<file path="src/rtl/mac_stop_pkg.sv">
// -----------------------------------------------------------------------------
// mac_stop_pkg
// Shared definitions for the MAC-stop fetch/multiply stage:
//   - default matrix dimensions (M, K, N) and element width (DW)
//   - fetch FSM state encoding (IDLE / RUN / DRAIN)
// No ports (package).
// -----------------------------------------------------------------------------
package mac_stop_pkg;

   localparam int DEF_M  = 4;
   localparam int DEF_K  = 4;
   localparam int DEF_N  = 4;
   localparam int DEF_DW = 32;

   // IDLE is encoded as zero so a cleared state register is the idle state.
   typedef enum logic [1:0] {
      ST_IDLE  = 2'd0,
      ST_RUN   = 2'd1,
      ST_DRAIN = 2'd2
   } state_t;

endpackage

</file>
<file path="src/rtl/mac_stop_mul_pipe.sv">
// -----------------------------------------------------------------------------
// mac_stop_mul_pipe
// Two-stage read/multiply pipeline behind the matrix RAMs.
//   Stage 1 (cycle after issue): tags the read in flight with its i/j/k.
//   Stage 2 (cycle after that):  registers data_a*data_b with the tag and
//                                 raises o_mult_done_reg for one cycle.
// Ports:
//   clk, reset          clock, synchronous active-high reset
//   i_issue             a RAM read was issued this cycle
//   i_i / i_j / i_k     loop indices of that read
//   i_data_a / i_data_b RAM read data (valid the cycle after i_issue)
//   o_product_reg       registered product, 2*DW bits
//   o_i / o_j / o_k     indices belonging to o_product_reg
//   o_mult_done_reg     o_product_reg is new this cycle
//   o_pending           a read or product is still in the pipeline
// Build option: MAC_FETCH_SIGNED_EN selects a two's complement multiply;
// otherwise operands are unsigned.
// -----------------------------------------------------------------------------
module mac_stop_mul_pipe #(
   parameter int IW = 2,
   parameter int JW = 2,
   parameter int KW = 2,
   parameter int DW = 32
) (
   input  logic            clk,
   input  logic            reset,
   input  logic            i_issue,
   input  logic [IW-1:0]   i_i,
   input  logic [JW-1:0]   i_j,
   input  logic [KW-1:0]   i_k,
   input  logic [DW-1:0]   i_data_a,
   input  logic [DW-1:0]   i_data_b,
   output logic [2*DW-1:0] o_product_reg,
   output logic [IW-1:0]   o_i,
   output logic [JW-1:0]   o_j,
   output logic [KW-1:0]   o_k,
   output logic            o_mult_done_reg,
   output logic            o_pending
);

   logic            r_v1;
   logic [IW-1:0]   r_i1;
   logic [JW-1:0]   r_j1;
   logic [KW-1:0]   r_k1;
   logic [2*DW-1:0] w_product;

`ifdef MAC_FETCH_SIGNED_EN
   // Both operands signed: the 2*DW context sign-extends them before multiplying.
   assign w_product = $signed(i_data_a) * $signed(i_data_b);
`else
   assign w_product = {{DW{1'b0}}, i_data_a} * {{DW{1'b0}}, i_data_b};
`endif

   // NOTE: state registers use non-blocking assignments so every register
   // samples the pre-edge value of the others, modelling real flip-flops.
   always_ff @(posedge clk) begin
      if (reset) begin
         r_v1            <= 1'b0;
         r_i1            <= '0;
         r_j1            <= '0;
         r_k1            <= '0;
         o_product_reg   <= '0;
         o_i             <= '0;
         o_j             <= '0;
         o_k             <= '0;
         o_mult_done_reg <= 1'b0;
      end else begin
         r_v1            <= i_issue;
         o_mult_done_reg <= r_v1;
         if (i_issue) begin
            r_i1 <= i_i;
            r_j1 <= i_j;
            r_k1 <= i_k;
         end
         // RAM data is valid exactly while r_v1 is set; product and tag hold otherwise.
         if (r_v1) begin
            o_product_reg <= w_product;
            o_i           <= r_i1;
            o_j           <= r_j1;
            o_k           <= r_k1;
         end
      end
   end

   assign o_pending = r_v1 | o_mult_done_reg;

endmodule

</file>
<file path="src/rtl/mac_stop_fetch_mult.sv">
// -----------------------------------------------------------------------------
// mac_stop_fetch_mult
// Upstream stage of the MAC-stop accumulator. Walks i<M, j<N, k<K (k
// innermost), reads A[i][k] and B[k][j] from synchronous RAMs and emits the
// registered product with its indices and a one-cycle mult_done_reg pulse.
// Ports:
//   clk, reset               clock, synchronous active-high reset
//   start                    begin a full pass (IDLE only)
//   stall                    suppress read issue this cycle
//   a_row_addr/a_col_addr    A RAM address (i, k)
//   b_row_addr/b_col_addr    B RAM address (k, j)
//   mem_re                   read enable to both RAMs
//   data_a / data_b          RAM read data, one cycle after mem_re
//   product_reg              registered product (2*DW)
//   matrix_*_counter_reg     i/k/k/j of product_reg
//   mult_done_reg            product_reg valid this cycle
//   busy                     RUN or DRAIN
//   fetch_done               one-cycle pulse at end of pass
// Build option: MAC_FETCH_SIGNED_EN (signed multiply, see mac_stop_mul_pipe).
// -----------------------------------------------------------------------------
module mac_stop_fetch_mult
   import mac_stop_pkg::*;
#(
   parameter int M                      = DEF_M,
   parameter int K                      = DEF_K,
   parameter int N                      = DEF_N,
   parameter int DATA_WIDTH_INIT_MATRIX = DEF_DW
) (
   input  logic                                  clk,
   input  logic                                  reset,
   input  logic                                  start,
   input  logic                                  stall,
   output logic [$clog2(M)-1:0]                  a_row_addr,
   output logic [$clog2(K)-1:0]                  a_col_addr,
   output logic [$clog2(K)-1:0]                  b_row_addr,
   output logic [$clog2(N)-1:0]                  b_col_addr,
   output logic                                  mem_re,
   input  logic [DATA_WIDTH_INIT_MATRIX-1:0]     data_a,
   input  logic [DATA_WIDTH_INIT_MATRIX-1:0]     data_b,
   output logic [2*DATA_WIDTH_INIT_MATRIX-1:0]   product_reg,
   output logic [$clog2(M)-1:0]                  matrix_a_row_addr_counter_reg,
   output logic [$clog2(K)-1:0]                  matrix_a_col_addr_counter_reg,
   output logic [$clog2(K)-1:0]                  matrix_b_row_addr_counter_reg,
   output logic [$clog2(N)-1:0]                  matrix_b_col_addr_counter_reg,
   output logic                                  mult_done_reg,
   output logic                                  busy,
   output logic                                  fetch_done
);

   localparam int IW = $clog2(M);
   localparam int JW = $clog2(N);
   localparam int KW = $clog2(K);
   localparam logic [IW-1:0] I_LAST = IW'(M - 1);
   localparam logic [JW-1:0] J_LAST = JW'(N - 1);
   localparam logic [KW-1:0] K_LAST = KW'(K - 1);

   state_t        r_state;
   state_t        w_state_nxt;
   logic [IW-1:0] r_i;
   logic [JW-1:0] r_j;
   logic [KW-1:0] r_k;
   logic          w_issue;
   logic          w_last;
   logic          w_pending;
   logic [KW-1:0] w_out_k;

   assign w_last = (r_i == I_LAST) && (r_j == J_LAST) && (r_k == K_LAST);

   always_ff @(posedge clk) begin
      if (reset) begin
         r_state <= ST_IDLE;
         r_i     <= '0;
         r_j     <= '0;
         r_k     <= '0;
      end else begin
         r_state <= w_state_nxt;
         if (r_state == ST_IDLE && start) begin
            r_i <= '0;
            r_j <= '0;
            r_k <= '0;
         end else if (w_issue) begin
            // k innermost, then j, then i; each wraps so the next pass starts at 0.
            if (r_k == K_LAST) begin
               r_k <= '0;
               if (r_j == J_LAST) begin
                  r_j <= '0;
                  r_i <= (r_i == I_LAST) ? '0 : r_i + 1'b1;
               end else begin
                  r_j <= r_j + 1'b1;
               end
            end else begin
               r_k <= r_k + 1'b1;
            end
         end
      end
   end

   // NOTE: every signal written here gets a default first, so no path through
   // the case statement leaves a value unassigned and no latch is inferred.
   always_comb begin
      w_state_nxt = r_state;
      w_issue     = 1'b0;
      fetch_done  = 1'b0;
      case (r_state)
         ST_IDLE: begin
            if (start) w_state_nxt = ST_RUN;
         end
         ST_RUN: begin
            if (!stall) begin
               w_issue = 1'b1;
               if (w_last) w_state_nxt = ST_DRAIN;
            end
         end
         ST_DRAIN: begin
            // Pass ends only once the last product has left the pipeline.
            if (!w_pending) begin
               fetch_done  = 1'b1;
               w_state_nxt = ST_IDLE;
            end
         end
         default: w_state_nxt = ST_IDLE;
      endcase
   end

   assign mem_re     = w_issue;
   assign busy       = (r_state != ST_IDLE);
   assign a_row_addr = r_i;
   assign a_col_addr = r_k;
   assign b_row_addr = r_k;
   assign b_col_addr = r_j;

   mac_stop_mul_pipe #(
      .IW (IW),
      .JW (JW),
      .KW (KW),
      .DW (DATA_WIDTH_INIT_MATRIX)
   ) u_pipe (
      .clk             (clk),
      .reset           (reset),
      .i_issue         (w_issue),
      .i_i             (r_i),
      .i_j             (r_j),
      .i_k             (r_k),
      .i_data_a        (data_a),
      .i_data_b        (data_b),
      .o_product_reg   (product_reg),
      .o_i             (matrix_a_row_addr_counter_reg),
      .o_j             (matrix_b_col_addr_counter_reg),
      .o_k             (w_out_k),
      .o_mult_done_reg (mult_done_reg),
      .o_pending       (w_pending)
   );

   assign matrix_a_col_addr_counter_reg = w_out_k;
   assign matrix_b_row_addr_counter_reg = w_out_k;

endmodule

</file>
<file path="config.mk">
export PLATFORM = sky130hd
export DESIGN_NAME = mac_stop_fetch_mult
export DESIGN_NICKNAME = d
export VERILOG_FILES = /design/src/rtl/mac_stop_pkg.sv /design/src/rtl/mac_stop_mul_pipe.sv /design/src/rtl/mac_stop_fetch_mult.sv
export SDC_FILE = /design/constraint.sdc
export NUM_CORES = 2
export LEC_CHECK = 0
export CELL_PAD_IN_SITES_DETAIL_PLACEMENT = 0
export CELL_PAD_IN_SITES_GLOBAL_PLACEMENT = 1
export CORE_ASPECT_RATIO = 0.6
export CORE_MARGIN = 2
export CORE_UTILIZATION = 54
export DETAILED_ROUTE_END_ITERATION = 8
export GPL_TIMING_DRIVEN = 0
export PLACE_DENSITY = 0.95
export SLEW_MARGIN = 15
export SYNTH_ARGS = -nofsm -noshare
export SYNTH_HDL_FRONTEND = slang
export SYNTH_SLANG_ARGS = --single-unit
</file>
<file path="constraint.sdc">
create_clock -name clk -period 14.14 [get_ports clk]
set_input_delay 1.414 -clock clk [delete_from_list [all_inputs] [get_ports clk]]
set_output_delay 1.414 -clock clk [all_outputs]
set_load 0.02 [all_outputs]
</file>
==> flow_summary.ini <==
[status]
outcome = completed

[sta]
worst_pin_slew_ns = 1.40
fin_skew_ns = 0.0111
hold_viol = 0
fin_crit_ns = 10.26
setup_viol = 0
grt_setup_unrepaired = false
period_share = 0.726
maxSlewHeadroom = 0.0664
fmax_mhz = 97.4
finalMaxSlewViolations = 0
tns_ns = 0

[placement]
portBuffers = 151
gp_congestion = 1.08
post-dp-hpwl_mm = 115

[synthesis]
syn_area_um2 = 36200
ys_top_cells_by_area = fa_1, and2_1, ha_1, inv_1, nand2_1
synth_fa_ha_area_frac = 0.588
synth.distinct_cells = 66
synthMuxAreaShare = 0.0113
synth_xor_area_frac = 0.0148
syn-num-nets = 5188
syn_avg_cell_area_um2 = 9.14
synth_compound_area_frac = 0.0454
synth_top_family_by_area = adder cells
ys_seq_area_frac = 0.0476
yosysTopAreaCell = fa_1
synth_top_area_frac = 0.496
ys_warn_count = 0
synth_top_flop_cell = dfxtp_1
async_flop_share = 0
synth_cells = 3958
synthSimpleGateAreaFrac = 0.180
synth-edff-count = 0
ys_seq_elements = 86

[route]
wl_per_cell_um = 26.8
drc = 0
ant_nets = 0
drt_wl_total_mm = 135
drt_iter0_markers = 3321
viasPerCell = 5.74
drt_pre_antenna_iters = 6
vias = 28851

[min_path]
whs_path_depth = 2
hold_start = u_pipe.o_product_reg[45]$_SDFFE_PP0P_
min_to = u_pipe.o_product_reg[45]$_SDFFE_PP0P_
min_path_type = reg2reg

[setup_path]
reg2reg_slack_ns = 12.01
slowest_stage = clkbuf_1
worstPathRequired_ns = 14.36
rr_worst_depth = 4
cp-start-kind = primary input
endpoint_kind = flip-flop
r2r-end = u_pipe.o_product_reg[2]$_SDFFE_PP0P_
worstSetupPathType = in2reg
r2r_start = u_pipe.r_v1$_SDFF_PP0_
cp_common_cell = fa_1
slowest_delay_ns = 1.05
crit_arrival_ns = 10.49
path_max_fanout = 10

[floorplan]
die_area_um2 = 69200
die_w_um = 338
num_rows = 73
start_util = 0.547
ios = 152
die_y_um = 205
coreArea_um2 = 66200

[global_routing]
grt_use_total = 0.401
grt_max_degree = 16
grt-ovfl-total = 0
grt_pass1_vias = 29498
grt_pass1_wl_mm = 197
grt_antenna_before_repair = 15

[clocking]
cts.sinks = 86
path_clk_slew_ns = 0.07
htreeDepth = 3
hold_buffers = 0
cts_tree = yes
clockBufferDepth = 2
cts_setup_buffers = 0
cts_resized = 0
numCtsBuffers = 9
worstSkewPairLatency_ns = 0.36
cts-root-buf = clkbuf_16

[cells_and_area]
fin_nets = 5350
largest_reg_flops = 64
syn2layout_area_growth_pct = 8.09
post-route-util = 0.591
drive_gt1_frac = 0.0126
num-fill-cells = 5874

[run]
maxCapViolCount = 0
-- layer usage --
| metal | track usage | vias up | part of all wire |
|---|---|---|---|
| met5 | 0.0319 | - | 0.0025 |
| met4 | 0.121 | 10 | 0.038 |
| met3 | 0.267 | 288 | 0.20 |
| met2 | 0.511 | 2099 | 0.37 |
| met1 | 0.538 | 14570 | 0.39 |
| li1 | - | 11884 | - |
-- placed cells by master, fill, tap and decap left out, types with 8 or more instances in the layout --
master,Yosys,routed
a211oi_1,8,8
a21o_1,32,32
a21oi_1,78,78
and2_1,607,607
and3_1,10,10
clkbuf_1,213,214
clkbuf_16,0,9
clkdlybuf4s50_1,0,151
dfxtp_1,86,86
fa_1,896,896
ha_1,266,266
inv_1,859,859
mux2i_1,41,41
nand2_1,515,515
nand2b_1,9,9
nand3_1,18,18
nand4_1,12,12
nor2_1,80,80
nor2b_1,10,10
nor3_1,8,8
o21ai_0,48,48
o21ai_1,8,8
o21bai_1,9,9
xnor2_1,34,34
xor2_1,27,27
-- critical path, delay by kind of cell --
family                     cells  cell delay (ns)
xor gates and xnor gates       1             0.15
AOI/OAI and AO/OA              9             1.93
adders and majority gates      9             4.68
buffers and inverters          5             2.08
and+or+nand+nor                1             0.19
-- logic make-up after synthesis --
kind of cell             after synthesis
flip-flops                            86
XOR/XNOR                              61
adder cells (fa/ha/maj)             1162
AND/OR/NAND/NOR                     1281
buffers and inverters               1085
multiplexers                          41
AO/OA/AOI/OAI                        242
-- cell usage after synthesis, drive strengths merged, types with 12 or more instances --
| master | instances |
|---|---|
| fa | 896 |
| inv | 859 |
| nand3 | 18 |
| ha | 266 |
| xnor2 | 34 |
| nand4 | 12 |
| dfxtp | 86 |
| a21o | 32 |
| xor2 | 27 |
| clkbuf | 213 |
| and2 | 607 |
| a21oi | 83 |
| buf | 13 |
| mux2i | 41 |
| nand2 | 515 |
| nor2 | 80 |
| o21ai | 58 |
-- worst max path at each step --
stage	from	endpoint	slack, ns	cells after the start
after detailed placement	data_b[17]	u_pipe.o_product_reg[62]$_SDFFE_PP0P_	3.92	26
final	data_b[25]	u_pipe.o_product_reg[62]$_SDFFE_PP0P_	3.88	25
after global routing	data_b[24]	u_pipe.o_product_reg[62]$_SDFFE_PP0P_	3.75	26
after global placement	data_b[17]	u_pipe.o_product_reg[63]$_SDFFE_PP0P_	3.94	26
after floorplan	data_b[2]	u_pipe.o_product_reg[47]$_SDFFE_PP0P_	6.05	24
after CTS	data_b[17]	u_pipe.o_product_reg[62]$_SDFFE_PP0P_	4.27	25
-- per-stage QoR --
stage | hold slack, ns | worst slack (ns) | instance area (µm²) | cells
final | 0.449 | 3.88 | 39100 | 5028
after floorplan | 0.436 | 6.05 | 36200 | 3958
after detailed placement | 0.441 | 3.92 | 38800 | 5009
after CTS | 0.453 | 4.27 | 39100 | 5025
after global placement | 0.435 | 3.94 | 38800 | 5009
after global routing | 0.473 | 3.75 | 39100 | 5027
-- final cells by class --
cell class              instances  area (µm²)  share of cell area
diodes                          3        7.51            0.000192
plain buffers                 226         885              0.0226
clock buffers                  11         243             0.00620
clock inverters                 5        41.3             0.00106
inverters                     859        3220              0.0824
multi-input cells            2787       30400               0.776
flip-flops and latches         86        1720              0.0440
well taps                     900        1130              0.0288
repair buffers                151        1510              0.0386
Power is not shown: default switching activity piles up to over one toggle a cycle in this logic, so the estimate is an artifact.
